## config.mk

```make
export PLATFORM = sky130hd
export DESIGN_NAME = tmr8_dual_channel_core
export DESIGN_NICKNAME = d
export VERILOG_FILES = /design/src/rtl/tmr8_dual_channel_core.sv
export SDC_FILE = /design/constraint.sdc
export NUM_CORES = 1
export LEC_CHECK = 0
export BUFFER_PORTS_ARGS = -buffer_cell sky130_fd_sc_hd__buf_4
export CORE_ASPECT_RATIO = 1.75
export CORE_MARGIN = 1.5
export CORE_UTILIZATION = 43
export CTS_CLUSTER_SIZE = 25
export DETAILED_ROUTE_END_ITERATION = 8
export PLACE_DENSITY_LB_ADDON = 0.12
export REMOVE_ABC_BUFFERS = 1
export SLEW_MARGIN = 30
export SYNTH_ARGS = -nofsm -noshare
export SYNTH_HDL_FRONTEND = slang
export SYNTH_SLANG_ARGS = --single-unit
```

## constraint.sdc

```tcl
create_clock -name clk -period 4.45 [get_ports clk]
set_input_delay 0.6675 -clock clk [delete_from_list [all_inputs] [get_ports clk]]
set_output_delay 0.6675 -clock clk [all_outputs]
set_load 0.01 [all_outputs]
```

## src/rtl/tmr8_dual_channel_core.sv

```systemverilog
// -----------------------------------------------------------------------------
// tmr8_dual_channel_core
//
// Purpose:
//   One two-channel 8-bit timer unit.  It contains a free-running prescaler,
//   clock-source selection per channel, an up-counter per channel (TCNT), two
//   compare registers per channel (TCORA/TCORB) with match-event detection,
//   counter-clear control, compare-match output pins (TMO) and interrupt
//   flags.  Channel 1 can be cascaded onto channel 0 and vice versa.  Register
//   values come from the surrounding register file; this core holds only the
//   counters, flags, pins and synchronizers.
//
// Ports:
//   clk          system clock, every flop updates on posedge
//   rst_n        synchronous active-low reset
//   tmci[1:0]    external count clock per channel (asynchronous)
//   tmri[1:0]    external counter reset per channel (asynchronous)
//   tcr0/tcr1    [2:0] CKS, [4:3] CCLR, [5] OVIE, [6] CMIEA, [7] CMIEB
//   tcsr0/tcsr1  [1:0] OS_A, [3:2] OS_B, [4] ADTE (channel 0 only)
//   tcora0/1     compare constant A
//   tcorb0/1     compare constant B
//   tcnt_wr      one-cycle TCNT write strobe per channel
//   tcnt_wdata   TCNT write data shared by both channels
//   flag_clr     clear pulses {OVF1,CMFB1,CMFA1,OVF0,CMFB0,CMFA0}
//   tcnt0/tcnt1  counter values
//   cmia/cmib/ovi interrupt requests per channel (flag AND enable)
//   tmo          compare-match output pins
//   adc_request  single-cycle ADC start pulse
//
// Build option:
//   TMR_ADC_TRIG_EN  when defined, adc_request pulses on each channel 0
//                    match-A event while tcsr0[4] (ADTE) is set.  When not
//                    defined, adc_request is tied low and ADTE is ignored.
// -----------------------------------------------------------------------------
module tmr8_dual_channel_core #(
  parameter int BIT_WIDTH  = 8,
  parameter int PRESCALE_W = 13
) (
  input  logic                 clk,
  input  logic                 rst_n,
  input  logic [1:0]           tmci,
  input  logic [1:0]           tmri,
  input  logic [BIT_WIDTH-1:0] tcr0,
  input  logic [BIT_WIDTH-1:0] tcr1,
  input  logic [BIT_WIDTH-1:0] tcsr0,
  input  logic [BIT_WIDTH-1:0] tcsr1,
  input  logic [BIT_WIDTH-1:0] tcora0,
  input  logic [BIT_WIDTH-1:0] tcora1,
  input  logic [BIT_WIDTH-1:0] tcorb0,
  input  logic [BIT_WIDTH-1:0] tcorb1,
  input  logic [1:0]           tcnt_wr,
  input  logic [BIT_WIDTH-1:0] tcnt_wdata,
  input  logic [5:0]           flag_clr,
  output logic [BIT_WIDTH-1:0] tcnt0,
  output logic [BIT_WIDTH-1:0] tcnt1,
  output logic [1:0]           cmia,
  output logic [1:0]           cmib,
  output logic [1:0]           ovi,
  output logic [1:0]           tmo,
  output logic                 adc_request
);

  // Count source selection.  Cascade is handled outside this function because
  // the cascade source differs per channel.
  function automatic logic count_sel(
    input logic [2:0] sel,
    input logic       t8,
    input logic       t64,
    input logic       t8192,
    input logic       casc,
    input logic       rise,
    input logic       fall
  );
    logic ev;
    case (sel)
      3'b001:  ev = t8;
      3'b010:  ev = t64;
      3'b011:  ev = t8192;
      3'b100:  ev = casc;
      3'b101:  ev = rise;
      3'b110:  ev = fall;
      3'b111:  ev = rise | fall;
      default: ev = 1'b0;
    endcase
    return ev;
  endfunction

  // Counter next-state with fixed priority:
  // write > external reset > compare clear > increment.
  function automatic logic [BIT_WIDTH-1:0] next_count(
    input logic                 wr,
    input logic [BIT_WIDTH-1:0] wdata,
    input logic                 ext_clr,
    input logic                 cnt,
    input logic                 cmp_hit,
    input logic [BIT_WIDTH-1:0] cur
  );
    logic [BIT_WIDTH-1:0] nxt;
    if (wr)
      nxt = wdata;
    else if (ext_clr)
      nxt = '0;
    else if (cnt && cmp_hit)
      nxt = '0;
    else if (cnt)
      nxt = cur + 1'b1;
    else
      nxt = cur;
    return nxt;
  endfunction

  // Output pin update.  When A and B events land in the same cycle the
  // strongest action wins: toggle, then drive 1, then drive 0, then hold.
  function automatic logic next_tmo(
    input logic       cur,
    input logic       hit_a,
    input logic [1:0] os_a,
    input logic       hit_b,
    input logic [1:0] os_b
  );
    logic tog;
    logic drv1;
    logic drv0;
    logic nxt;
    tog  = (hit_a && (os_a == 2'b11)) || (hit_b && (os_b == 2'b11));
    drv1 = (hit_a && (os_a == 2'b10)) || (hit_b && (os_b == 2'b10));
    drv0 = (hit_a && (os_a == 2'b01)) || (hit_b && (os_b == 2'b01));
    if (tog)
      nxt = ~cur;
    else if (drv1)
      nxt = 1'b1;
    else if (drv0)
      nxt = 1'b0;
    else
      nxt = cur;
    return nxt;
  endfunction

  logic [PRESCALE_W-1:0] prescale_q;
  logic                  tick8;
  logic                  tick64;
  logic                  tick8192;

  logic [1:0] tmci_s1, tmci_s2, tmci_s3;
  logic [1:0] tmri_s1, tmri_s2, tmri_s3;
  logic [1:0] tmci_rise, tmci_fall, tmri_rise;

  logic [BIT_WIDTH-1:0] tcnt0_q, tcnt1_q;

  logic [2:0] cks0, cks1;
  logic [1:0] cclr0, cclr1;

  logic [1:0] match_a, match_b;
  logic [1:0] match_a_d, match_b_d;
  logic [1:0] ev_a, ev_b;

  logic cmp_hit0, cmp_hit1;
  logic tmri_clr0, tmri_clr1;
  logic casc_ok;
  logic cnt_ev0, cnt_ev1;
  logic ovf_ev0, ovf_ev1;

  logic [1:0] cmfa_q, cmfb_q, ovf_q, tmo_q;

  logic unused_tcsr;

  // Prescaler taps: each tick is high for exactly one clock per period.
  assign tick8    = &prescale_q[2:0];
  assign tick64   = &prescale_q[5:0];
  assign tick8192 = &prescale_q;

  // Two-flop synchronizers plus one history flop for edge detection.  An edge
  // on a pin reaches the counter on the third clock after it arrives.
  always_ff @(posedge clk) begin
    if (!rst_n) begin
      tmci_s1 <= '0;
      tmci_s2 <= '0;
      tmci_s3 <= '0;
      tmri_s1 <= '0;
      tmri_s2 <= '0;
      tmri_s3 <= '0;
    end else begin
      tmci_s1 <= tmci;
      tmci_s2 <= tmci_s1;
      tmci_s3 <= tmci_s2;
      tmri_s1 <= tmri;
      tmri_s2 <= tmri_s1;
      tmri_s3 <= tmri_s2;
    end
  end

  assign tmci_rise = tmci_s2 & ~tmci_s3;
  assign tmci_fall = ~tmci_s2 & tmci_s3;
  assign tmri_rise = tmri_s2 & ~tmri_s3;

  assign cks0  = tcr0[2:0];
  assign cks1  = tcr1[2:0];
  assign cclr0 = tcr0[4:3];
  assign cclr1 = tcr1[4:3];

  // Compare levels and their first-cycle events.
  assign match_a = {(tcnt1_q == tcora1), (tcnt0_q == tcora0)};
  assign match_b = {(tcnt1_q == tcorb1), (tcnt0_q == tcorb0)};
  assign ev_a    = match_a & ~match_a_d;
  assign ev_b    = match_b & ~match_b_d;

  assign cmp_hit0  = ((cclr0 == 2'b01) && match_a[0]) || ((cclr0 == 2'b10) && match_b[0]);
  assign cmp_hit1  = ((cclr1 == 2'b01) && match_a[1]) || ((cclr1 == 2'b10) && match_b[1]);
  assign tmri_clr0 = (cclr0 == 2'b11) && tmri_rise[0];
  assign tmri_clr1 = (cclr1 == 2'b11) && tmri_rise[1];

  // Both channels in cascade mode would chase each other; neither counts.
  assign casc_ok = !((cks0 == 3'b100) && (cks1 == 3'b100));

  // Channel 1 is resolved first: its cascade source is channel 0's match-A
  // event (a pure function of registered state), and channel 0's cascade
  // source is channel 1's overflow, so there is no combinational loop.
  assign cnt_ev1 = casc_ok && count_sel(cks1, tick8, tick64, tick8192,
                                        ev_a[0], tmci_rise[1], tmci_fall[1]);
  assign ovf_ev1 = cnt_ev1 && (tcnt1_q == '1) && !cmp_hit1 && !tmri_clr1 && !tcnt_wr[1];

  assign cnt_ev0 = casc_ok && count_sel(cks0, tick8, tick64, tick8192,
                                        ovf_ev1, tmci_rise[0], tmci_fall[0]);
  assign ovf_ev0 = cnt_ev0 && (tcnt0_q == '1) && !cmp_hit0 && !tmri_clr0 && !tcnt_wr[0];

  // Prescaler, counters, match history, flags and output pins.  A flag set
  // in the same cycle as its clear pulse stays set.
  always_ff @(posedge clk) begin
    if (!rst_n) begin
      prescale_q <= '0;
      tcnt0_q    <= '0;
      tcnt1_q    <= '0;
      match_a_d  <= '0;
      match_b_d  <= '0;
      cmfa_q     <= '0;
      cmfb_q     <= '0;
      ovf_q      <= '0;
      tmo_q      <= '0;
    end else begin
      prescale_q <= prescale_q + 1'b1;

      tcnt0_q <= next_count(tcnt_wr[0], tcnt_wdata, tmri_clr0, cnt_ev0, cmp_hit0, tcnt0_q);
      tcnt1_q <= next_count(tcnt_wr[1], tcnt_wdata, tmri_clr1, cnt_ev1, cmp_hit1, tcnt1_q);

      match_a_d <= match_a;
      match_b_d <= match_b;

      cmfa_q[0] <= ev_a[0] | (cmfa_q[0] & ~flag_clr[0]);
      cmfb_q[0] <= ev_b[0] | (cmfb_q[0] & ~flag_clr[1]);
      ovf_q[0]  <= ovf_ev0 | (ovf_q[0]  & ~flag_clr[2]);
      cmfa_q[1] <= ev_a[1] | (cmfa_q[1] & ~flag_clr[3]);
      cmfb_q[1] <= ev_b[1] | (cmfb_q[1] & ~flag_clr[4]);
      ovf_q[1]  <= ovf_ev1 | (ovf_q[1]  & ~flag_clr[5]);

      tmo_q[0] <= next_tmo(tmo_q[0], ev_a[0], tcsr0[1:0], ev_b[0], tcsr0[3:2]);
      tmo_q[1] <= next_tmo(tmo_q[1], ev_a[1], tcsr1[1:0], ev_b[1], tcsr1[3:2]);
    end
  end

  assign tcnt0 = tcnt0_q;
  assign tcnt1 = tcnt1_q;
  assign cmia  = cmfa_q & {tcr1[6], tcr0[6]};
  assign cmib  = cmfb_q & {tcr1[7], tcr0[7]};
  assign ovi   = ovf_q  & {tcr1[5], tcr0[5]};
  assign tmo   = tmo_q;

`ifdef TMR_ADC_TRIG_EN
  logic adc_q;

  // ADC start is a registered copy of channel 0's match-A event, gated by ADTE.
  always_ff @(posedge clk) begin
    if (!rst_n)
      adc_q <= 1'b0;
    else
      adc_q <= ev_a[0] & tcsr0[4];
  end

  assign adc_request = adc_q;
`else
  assign adc_request = 1'b0;
`endif

  // Upper status bits carry no function in this core.
  assign unused_tcsr = ^{tcsr0[BIT_WIDTH-1:4], tcsr1[BIT_WIDTH-1:4]};

endmodule

```

# Word level (Yosys, flattened, before mapping)
# Index checks and enable logic that the tools add are counted.
# Widths: inputs -> output; s select.
[word_totals]
regBits = 53
elab_cells = 161
[classes]
n_addsub = 3
n_eq_ne = 38
muxes = 16
bitwise_logic = 35
reduce_logical = 53
[ops]
columns = ["operator", "count"]
rows = [
  ["$mux 8", 8],
  ["$eq 8x8->1", 4],
  ["$logic_and 1x1->1", 31],
  ["$eq 2x2->1 const B", 12],
  ["$eq 3x3->1 const B", 8],
  ["$add 8x1->8 const B", 2],
  ["$and 2x2->2", 8],
  ["$eq 8x8->1 const B", 2],
  ["$pmux 1 s7", 2],
  ["$add 13x1->13 const B", 1],
  ["$reduce_and 13->1", 1],
  ["$eq 2x1->1 const B", 6],
  ["$eq 3x2->1 const B", 4],
  ["$not 2->2", 5],
  ["$logic_or 1x1->1", 8],
  ["$not 1->1", 8],
  ["$or 1x1->1", 8],
  ["$reduce_bool 4->1", 2],
  ["$logic_not 1->1", 7],
  ["$and 1x1->1", 6],
  ["$eq 3x1->1 const B", 2],
  ["$mux 1", 6],
  ["$reduce_and 6->1", 1],
  ["$reduce_bool 3->1", 2],
  ["$reduce_and 3->1", 1],
]

# Logic depth before layout (Yosys ltp)
# Gate-level depths: netlist of run 1.
[logic_depth]
depth_word = 16
depth_mapped = 10
depth_no_buf = 9

# Worst setup path before layout of run 1
# No wires, ideal clock.
[synth_timing]
path_type = "register to register"
start = "register tcnt1_q[0], in the netlist tcnt1[0]"
end = "register tcnt0_q[2], in the netlist tcnt0[2]"
setup_ps = 92
arrival_ps = 2110
slack_ps = 2248
path_stages_with_launch = 9
n_path_buf = 1
synth_period_minus_slack_ps = 2202
cell_sequence = "dfxtp_1 -> ha_1 -> and4_1 -> and3_1 -> nand3_1 -> or2_0 -> o31a_1 -> buf_6 -> o32ai_1"
[synth_between]
elab_chain_len = 13
word_cells_on_any_way = 18
cone_classes = "eq/ne (3); mux (4); reduce/logical (11)"
[synth_lines]
columns = ["element", "line_no", "text"]
rows = [
  ["start: declaration", "148", "logic [BIT_WIDTH-1:0] tcnt0_q, tcnt1_q;"],
  ["start signal: assignment", "243", "tcnt1_q <= next_count(tcnt_wr[1], tcnt_wdata, tmri_clr1, cnt_ev1, cmp_hit1, tcnt1_q);"],
  ["$eq 8x8->1 (on tied branches)", "202, 203", ""],
  ["$logic_and 1x1->1", "208", "assign cmp_hit1 = ((cclr1 == 2'b01) && match_a[1]) || ((cclr1 == 2'b10) && match_b[1]);"],
  ["$logic_or 1x1->1", "208", ""],
  ["$logic_not 1->1", "220", "assign ovf_ev1 = cnt_ev1 && (tcnt1_q == '1) && !cmp_hit1 && !tmri_clr1 && !tcnt_wr[1];"],
  ["$logic_and 1x1->1 * (3 in a row)", "220", ""],
  ["$pmux 1 s7 *", "75", "case (sel)"],
  ["$logic_and 1x1->1 *", "222", "assign cnt_ev0 = casc_ok && count_sel(cks0, tick8, tick64, tick8192,"],
  ["$logic_and 1x1->1", "103", "else if (cnt && cmp_hit)"],
  ["$mux 8", "103", ""],
  ["$mux 8", "101", "else if (ext_clr)"],
  ["$mux 8", "99", "if (wr)"],
  ["end signal: assignment", "242", "tcnt0_q <= next_count(tcnt_wr[0], tcnt_wdata, tmri_clr0, cnt_ev0, cmp_hit0, tcnt0_q);"],
  ["end: declaration", "148", ""],
]
# Every way passes the cells marked *; elsewhere a longest branch is shown, timed or not.
# A chain may end at the register's enable or synchronous reset.

# Worst setup path in the final report of run 1
[layout_timing]
start = "register tcnt1_q[2], in the netlist tcnt1[2]"
end = "register tcnt0_q[6], in the netlist tcnt0[6]"
# The elaborated chain is that of the path after synthesis.

==> results.toml, run 1 <==
[worst_setup_path]
worstSetupPathType = "reg2reg"
path_buf_inv = 1
cp_max_fo = 16
max_stage_delay_ns = 0.52
slowest_stage = "dfxtp_1"
worstSetupEndpointType = "flop"
path_delay_family = "compound AO/OA/AOI/OAI gates"
cp_data_required_time_ns = 4.65
worstReg2RegStart = "tcnt1[2]$_SDFFE_PN0P_"
crit_start = "tcnt1[2]$_SDFFE_PN0P_"
cp.arrival_ns = 2.79
cp_cell_sequence = "xor2_1 > nor4_1 > nand2_1 > o22ai_1 > buf_4 > o31a_1 > a221oi_1 > a211oi_1"
cp-start-kind = "flop"

[route]
wl_met1_um = 3093
totalWireLength_um = 7771
top_layer = "met4"
vias = 2954
drc_errors = 0
avgViaCountPerCell = 5.553
detail-route-antenna-nets = 0
drtIter0Drc = 134
routedWlPerCell_um = 14.61
drtPass1Iterations = 4
route.met3.wl_um = 335
wl_met2_um = 4140

[logic_synthesis]
syn_inst = 354
yosys.area.top_type = "dfxtp_1"
synth_xor_area_frac = 0.1295
async_flop_share = 0
yosys-top-cells-area = "dfxtp_1 36%, xor2_1 7.1%, xnor2_1 5.9%"
ys_seq_area_frac = 0.3566
yosysWarnings = 0
synth_top_family_by_area = "simple AND/OR/NAND/NOR gates"
yosysUniqueCellTypes = 52
synth-edff-count = 0
synth-main-ff-cell = "dfxtp_1"
avgSynthCellArea_um2 = 8.405
synth_top_area_share = 0.3566
synthAdderAreaFrac = 0.03364
synth_area_um2 = 2975
ys_ff_latch = 53
synthSimpleGateAreaFrac = 0.2435
synth_compound_area_frac = 0.1859
muxShareOfSynthArea = 0.003364

[die]
dieHeight_um = 113.0
die_width_um = 65.88
ios = 111
core_um2 = 6756
fp.dieArea_um2 = 7447
num_rows = 40
initial_core_util = 0.4404

[timing]
post-route-period-util = 0.5827
setup-tns-final_ns = 0
min_period_ns = 2.593
max_freq_ghz = 0.3857
clock_skew_ns = 0.005464
worstMarginPinSlew_ns = 0.7629
hold_violations = 0
finalSetupViolations = 0
rsz0062_at_grt = "no"
final_max_slew_viol_count = 0
relSlewSlack = 0.4914

[clocking]
clk_pin_slew_ns = 0.07
htree_num_levels = 2
cts_buffers = 5
cts-root-buf = "clkbuf_16"
cts.sinks = 53
clockBufferDepth = 2
postCtsHoldBufs = 0
cts_tree = "yes"
cts_setup_buffers = 0
clk-insertion-delay-late_ns = 0.29
ctsResizeCount = 0

[placement]
globalplace.congestion = 0.8390
hpwl_um = 5896
port_buffers = 101
placed_cell_area_um2 = 3772

[global_route]
grt_pass1_wl_um = 12940
grt_pass1_vias = 2888
grt_usage = 0.2200
grt_overflow = 0
grt_start_max_net_pins = 38
antenna_found_initial = 0

[pwr]
p_int_mw = 0.8531
p_leak_nw = 1.666
p_switching_mw = 0.2750
powerDensity_nw_per_um2 = 286.8
power_frac_comb = 0.163
finalPower_mw = 1.128
vdd_drop_max_uv = 220.7
swShare = 0.2438
seqPwrFrac = 0.457
clockPowerShare = 0.380

[cells_and_area]
mostFrequentLayoutCells = "102 x buf_4, 53 x dfxtp_1, 31 x nor2_1"
layout-drive-gt1-share = 0.2589
final_common_cell = "buf_4"
antenna_cells = 0
syn_to_final_growth_pct = 32.17
largest_reg_flops = 13
regMostFlops = "prescale_q"
fin_area_um2 = 3933
nFillCells = 653
nets = 542

[run_status]
status = "completed"

[run]
maxCapViolations = 0

[worst_hold_path]
min-delay-path-class = "reg2reg"
hp-start = "tmri_s1[1]$_SDFF_PN0_"
==> logic make-up (layout without fill, tap and decap cells) <==
family / after synthesis / in the layout
flip-flops: 53 / 53
XOR/XNOR: 44 / 44
other: 1 / 1
AND/OR/NAND/NOR: 139 / 139
adder cells (fa/ha/maj): 8 / 8
multiplexers: 1 / 1
AO/OA/AOI/OAI: 76 / 76
buffers and inverters: 32 / 126
==> final timing paths <==
check / slack (ns) / end / cells after the start
max: 1.86 / tcnt0[6]$_SDFFE_PN0P_ / 8
min: 0.44 / tmri_s2[1]$_SDFF_PN0_ / 1
max reg2reg: 1.86 / tcnt0[6]$_SDFFE_PN0P_ / 8
min reg2reg: 0.44 / tmri_s2[1]$_SDFF_PN0_ / 1
==> metrics by stage <==
| stage | cells | utilization | setup slack (ns) | hold slack, ns |
|---|---|---|---|---|
| 2_1_floorplan | 339 | - | 2.025 | 0.4118 |
| 3_3_place_gp | 525 | 0.5583 | 1.568 | 0.4141 |
| 5_1_grt | 532 | 0.5820 | 1.616 | 0.4619 |
| 3_5_place_dp | 525 | 0.5583 | 1.530 | 0.4278 |
| 6_report | 532 | 0.5820 | 1.857 | 0.4404 |
| 4_1_cts | 532 | 0.5820 | 1.828 | 0.4460 |
==> power groups by stage <==
| stage | combinational (mW) | clock (mW) | sequential [mW] |
|---|---|---|---|
| 2_1_floorplan | 0.0821 | 0 | 0.523 |
| 3_3_place_gp | 0.180 | 0 | 0.526 |
| 6_report | 0.184 | 0.429 | 0.515 |
| 4_1_cts | 0.185 | 0.438 | 0.515 |
| 5_1_grt | 0.203 | 0.456 | 0.519 |
| 3_5_place_dp | 0.184 | 0 | 0.526 |
==> final cells by class <==
class | count | area, µm² | share of cell area
Clock inverter | 2 | 35.03 | 0.008909
Inverter | 17 | 63.81 | 0.01623
Tap cell | 84 | 105.1 | 0.02673
Multi-Input combinational cell | 269 | 1777 | 0.4518
Sequential cell | 53 | 1061 | 0.2698
Clock buffer | 5 | 125.1 | 0.03182
Timing Repair Buffer | 102 | 765.7 | 0.1947
==> worst reg2reg max path, stage by stage (launching register included) <==
cell      delay [ns]
dfxtp_1         0.52
xor2_1          0.12
nor4_1          0.42
nand2_1         0.17
o22ai_1         0.19
buf_4           0.19
o31a_1          0.52
a221oi_1        0.11
a211oi_1        0.26
==> cell usage after synthesis (3+ instances only) <==
master    instances
dfxtp_1          53
nor2_1           31
xor2_1           24
and2_1           21
xnor2_1          20
nand2_1          19
a21oi_1          17
nand3_1          17
inv_1            15
o21ai_0          15
nor3_1           14
a22oi_1          11
nand4_1           9
ha_1              8
a221oi_1          5
buf_2             5
clkbuf_1          5
nor4_1            5
a32o_1            4
and3_1            4
nor2b_1           4
o32ai_1           4
buf_1             3
nand2b_1          3
or3_1             3
==> layer usage <==
layer / GRT usage / vias up
met4: 0.09444 / 0
met2: 0.4013 / 96
met3: 0.03479 / 17
met1: 0.2433 / 1394
li1: - / 1447
met5: 0 / -
Note: power is estimated with default switching activity, not from simulation.
==> run 2: changes to the inputs <==
ABC_AREA = 1   (was not set)
clock period = 2.1 ns   (was 4.45 ns; I/O delays follow)
==> run 2 against run 1 <==
Effect of this change:
- worst hold slack got worse by 0.24 ns
- synthesized cell count rose by 54%
- utilization rose by 0.11 points
- combinational power rose to 3.1 times the previous value
- largest power group unchanged
- largest cell class unchanged
==> results.toml, run 2 <==
[timing]
rsz0062_at_grt = "yes"
hold_violations = 0
min_period_ns = 1.951
clock_skew_ns = 0.004800
post-route-period-util = 0.9289
relSlewSlack = 0.6319
worstMarginPinSlew_ns = 0.5470
whs_ns = 0.2025
finalSetupViolations = 0
final_max_slew_viol_count = 0
max_freq_ghz = 0.5127

[worst_setup_path]
worstSetupPathType = "reg2reg"
worstSetupEndpointType = "flop"
cp.arrival_ns = 2.14
slowest_stage = "nor4_1"
cp_max_fo = 10
path_buf_inv = 0
cp_data_required_time_ns = 2.29
path_delay_family = "simple AND/OR/NAND/NOR gates"
max_stage_delay_ns = 0.47
regToRegSetupSlack_ns = 0.15
cp_cell_sequence = "ha_1 > ha_1 > nor2_1 > nor4_1 > a21oi_4 > nand2_4 > nand2_4 > nand2_2 > a21oi_2"
cp-start-kind = "flop"

[placement]
hpwl_um = 6797
port_buffers = 101
globalplace.congestion = 0.8131

[global_route]
grt_pass1_wl_um = 14600
antenna_found_initial = 0
grt_start_max_net_pins = 25
grt_pass1_vias = 3476
grt_overflow = 0
grt_usage = 0.2039

[cells_and_area]
antenna_cells = 0
mostFrequentLayoutCells = "155 x nand2_1, 113 x buf_4, 88 x inv_1"
syn_to_final_growth_pct = 32.35
layout-drive-gt1-share = 0.2751
nets = 751
final_common_cell = "nand2_1"
regMostFlops = "prescale_q"
largest_reg_flops = 13

[clocking]
htree_num_levels = 2
postCtsHoldBufs = 0
cts-root-buf = "clkbuf_16"
cts.sinks = 53
clockBufferDepth = 2
clk_pin_slew_ns = 0.07
cts_buffers = 5
clk-insertion-delay-late_ns = 0.29
cts_tree = "yes"

[pwr]
p_leak_nw = 2.372
finalPower_mw = 2.601
powerDensity_nw_per_um2 = 563.9
vdd_drop_max_uv = 433.0

[logic_synthesis]
synth-edff-count = 0
syn_inst = 546
synthTopCellsByCount = "155 x nand2_1, 88 x inv_1, 53 x dfxtp_1, 51 x nor2_1, 31 x a21oi_1"
synth-main-ff-cell = "dfxtp_1"
async_flop_share = 0
synth.most_common_cell = "nand2_1"
yosys.area.top_type = "dfxtp_1"
ys_seq_area_frac = 0.3045
synth_top_area_share = 0.3045
synth_area_um2 = 3485
yosys-top-cells-area = "dfxtp_1 30%, nand2_1 17%, inv_1 9.5%"
yosysWarnings = 0
ys_ff_latch = 53
avgSynthCellArea_um2 = 6.382
yosysUniqueCellTypes = 39

[route]
drc_errors = 0
detail-route-antenna-nets = 0
drtPass1Iterations = 4
totalWireLength_um = 8501
avgViaCountPerCell = 4.842
vias = 3622
drtIter0Drc = 170
routedWlPerCell_um = 11.36

[die]
initial_core_util = 0.4406
ios = 111
dieHeight_um = 122.1
core_um2 = 7909
num_rows = 43
fp.dieArea_um2 = 8674
die_width_um = 71.05

[run]
maxCapViolations = 0

[run_status]
status = "completed"

[worst_hold_path]
min-delay-path-class = "in2reg"
[run 2: changes by cell type after synthesis, sizes merged, moves of 6 or more]
cell	delta
xnor2	-13
a21oi	+25
and2	-21
nor2	+25
inv	+80
nand4	+10
xor2	-21
buf	-7
o21ai	+6
a22oi	-10
or2	+7
nand2	+152
[run 2: cells by family after synthesis]
logic type | after synthesis | share of synthesized area
AOI/OAI and AO/OA | 73 | 0.1282
xor gates and xnor gates | 10 | 0.02514
adders and majority gates | 8 | 0.02873
buffers and inverters | 108 | 0.1192
DFF | 53 | 0.3045
other | 1 | 0.001076
and+or+nand+nor | 293 | 0.3932
[run 2: cell type report]
class | instances | area [µm²]
inverter | 98 | 369.1
multi-input combinational | 385 | 2032
sequential | 53 | 1062
timing repair buffer | 114 | 868.3
clock buffer | 6 | 128.9
clock inverter | 2 | 38.79
fill | 790 | 3297
tap | 90 | 112.6
[run 2: path summary, 6_finish.rpt]
path         depth (start not counted)                     to                      from
max                                  9  tcnt0[5]$_SDFFE_PN0P_  prescale_q[0]$_SDFF_PN0_
min                                  3  tmri_s1[1]$_SDFF_PN0_                   tmri[1]
max reg2reg                          9  tcnt0[5]$_SDFFE_PN0P_  prescale_q[0]$_SDFF_PN0_
min reg2reg                          2  tmci_s2[0]$_SDFF_PN0_     tmci_s1[0]$_SDFF_PN0_
[run 2: through the flow]
step	setup TNS (ns)	setup WS, ns	utilization	std cells	area (µm²)
after floorplan	0	0.1790	-	536	3438
after global routing	-0.008849	-0.008439	0.5831	748	4612
final	0	0.1494	0.5831	748	4612
after global placement	0	0.1061	0.5553	738	4392
after detailed placement	0	0.07795	0.5553	738	4392
after CTS	0	0.05692	0.5765	746	4559
[run 2: metal layers]
| layer | track usage | share of wire |
|---|---|---|
| met5 | 0 | 0 |
| met4 | 0.05778 | 0.017 |
| met1 | 0.2227 | 0.39 |
| met2 | 0.3966 | 0.55 |
| met3 | 0.03060 | 0.046 |
[run 2: repair_timing]
action,in CTS,in global routing
endpoints found under the setup margin,0,10
setup buffers,0,2
resized for setup,0,5
[run 2: where the power goes]
part,switching (mW),internal [mW]
registers,0.0484,1.05
clock network,0.375,0.566
logic,0.291,0.271
[run 2: worst min-delay path: cells and delay by family]
kind,cells,cell delay [ns]
buffers and inverters,2,0.12
AND/OR/NAND/NOR,1,0.04
==> run 3: changes to the inputs <==
--- a/config.mk
+++ b/config.mk
@@ -11,3 +11,3 @@
 export CORE_MARGIN = 1.5
-export CORE_UTILIZATION = 43
+export CORE_UTILIZATION = 40
 export CTS_CLUSTER_SIZE = 25
==> constraint.sdc (replaced) <==
create_clock -name clk -period 2.1 [get_ports clk]
set_input_delay 0.21 -clock clk [delete_from_list [all_inputs] [get_ports clk]]
set_output_delay 0.21 -clock clk [all_outputs]
set_load 0.01 [all_outputs]
==> run 3 against run 2 <==
Effect of this change:
- combinational power rose by 0.7%
- sequential power barely moved
- clock skew barely moved
- worst setup slack got worse by 0.0030 ns
- via count rose by 0.44%
- critical path type unchanged
- largest cell class unchanged
- largest power group unchanged
- highest routed layer unchanged
==> results.toml, run 3 (synthesis results as in run 2) <==
[clocking]
clk-insertion-delay-late_ns = 0.30
clockBufferDepth = 2
htree_num_levels = 2
clk_pin_slew_ns = 0.07
cts.sinks = 53
cts_tree = "yes"
cts_buffers = 5
cts-root-buf = "clkbuf_16"
postCtsHoldBufs = 0

[global_route]
grt_pass1_wl_um = 14540
grt_overflow = 0
grt_usage = 0.1941
antenna_found_initial = 0
grt_start_max_net_pins = 30
grt_pass1_vias = 3414

[route]
drtPass1Iterations = 4
avgViaCountPerCell = 4.682
drc_errors = 0
totalWireLength_um = 8762
routedWlPerCell_um = 11.28
vias = 3638
detail-route-antenna-nets = 0
drtIter0Drc = 150

[timing]
finalSetupViolations = 0
clock_skew_ns = 0.005147
max_freq_ghz = 0.5119
setup_ws_ns = 0.1463
post-route-period-util = 0.9303
final_max_slew_viol_count = 0
min_period_ns = 1.954
hold_violations = 0
whs_ns = 0.09335
relSlewSlack = 0.6610
worstMarginPinSlew_ns = 0.5085

[worst_setup_path]
cp_data_required_time_ns = 2.29
cp-start-kind = "flop"
cp_cell_sequence = "ha_2 > nand2_2 > clkinv_2 > nand2_4 > nor2_4 > nand2_2 > nor2_2 > nand3_2 > a21oi_4 > nand4_4 > nand2_4 > nand2_8 > nand2_2 > a21oi_2"
max_stage_delay_ns = 0.35
cp_max_fo = 8
worstSetupEndpointType = "flop"
slowest_stage = "dfxtp_1"
cp_common_cell = "nand2_2"
cp.arrival_ns = 2.14
worstSetupPathType = "reg2reg"

[run_status]
status = "completed"

[cells_and_area]
largest_reg_flops = 13
antenna_cells = 0
fin_area_um2 = 4666
layout-drive-gt1-share = 0.2915
mostFrequentLayoutCells = "154 x nand2_1, 117 x buf_4, 88 x inv_1"
final_cells = 777
syn_to_final_growth_pct = 33.90
nFillCells = 880
regMostFlops = "prescale_q"
final_common_cell = "nand2_1"
nets = 755

[placement]
dp.cells = 763
port_buffers = 101
hpwl_um = 7013
post-place-ws_ns = 0.02416
globalplace.congestion = 0.8704
placed_cell_area_um2 = 4423

[die]
fp.dieArea_um2 = 9303
ios = 111
core_um2 = 8368
initial_core_util = 0.4164
die_width_um = 73.56
dieHeight_um = 126.5
num_rows = 44

[pwr]
p_leak_nw = 2.363
powerDensity_nw_per_um2 = 532.2
vdd_drop_max_uv = 362.3

[worst_hold_path]
min-delay-path-class = "in2reg"

[run]
maxCapViolations = 0
run 3: cell count changes in the layout (fill, tap and decap cells not counted), moves of 2 or more:
cell     before  now
buf_4       113  117
dfxtp_1      52   48
dfxtp_2       1    5
ha_1          8    6
run 3: worst paths after layout:
kind / cells after the start / slack [ns] / startpoint / endpoint
worst min register to register: 2 / 0.41 / tmci_s1[0]$_SDFF_PN0_ / tmci_s2[0]$_SDFF_PN0_
worst max-delay path: 14 / 0.15 / tcnt1[0]$_SDFFE_PN0P_ / tcnt0[1]$_SDFFE_PN0P_
worst max register to register: 14 / 0.15 / tcnt1[0]$_SDFFE_PN0P_ / tcnt0[1]$_SDFFE_PN0P_
worst min-delay path: 3 / 0.09 / tmci[1] / tmci_s1[1]$_SDFF_PN0_
run 3: timing repair:
item                                    CTS  global route
buffers inserted                          0             6
gates resized for setup                   0            17
endpoints found under the setup margin    0            16
hold endpoints to repair                  0             0
run 3: power breakdown:
| part | switching [mW] | internal, mW | total (mW) |
|---|---|---|---|
| registers | 0.0503 | 1.05 | 1.10 |
| clock network | 0.370 | 0.445 | 0.815 |
| logic | 0.292 | 0.275 | 0.567 |
| total | 0.713 | 1.77 | 2.48 |
run 3: layout make-up:
cell class                      instances  area, µm²  share of cell area
Clock inverter                          2      13.76            0.002950
Inverter                               98      369.1             0.07911
Sequential cell                        53       1067              0.2287
Tap cell                              115      143.9             0.03084
Clock buffer                            6      128.9             0.02762
Multi-Input combinational cell        385       2053              0.4401
Timing Repair Buffer                  118      889.6              0.1907
run 3: per-layer routing:
metal / up-vias / GRT usage / share of wire
met4: 0 / 0.07843 / 0.028
met5: - / 0 / 0
met3: 16 / 0.03257 / 0.042
li1: 1929 / - / -
met1: 1601 / 0.2069 / 0.39
met2: 92 / 0.3620 / 0.54
run 3: critical path, delay by kind of cell, from the launching register on:
| kind | cells | cell delay [ns] |
|---|---|---|
| AOI/OAI and AO/OA | 2 | 0.23 |
| and+or+nand+nor | 10 | 1.02 |
| adders and majority gates | 1 | 0.20 |
| DFF | 1 | 0.35 |
| buffers and inverters | 1 | 0.06 |
run 3: metrics by stage:
step	setup TNS (ns)	power, mW	util
after floorplan	0	1.410	-
after global placement	0	1.671	0.5286
after global routing	-0.01115	2.624	0.5576
final	0	2.483	0.5576
after CTS	0	2.506	0.5456
after detailed placement	0	1.684	0.5286
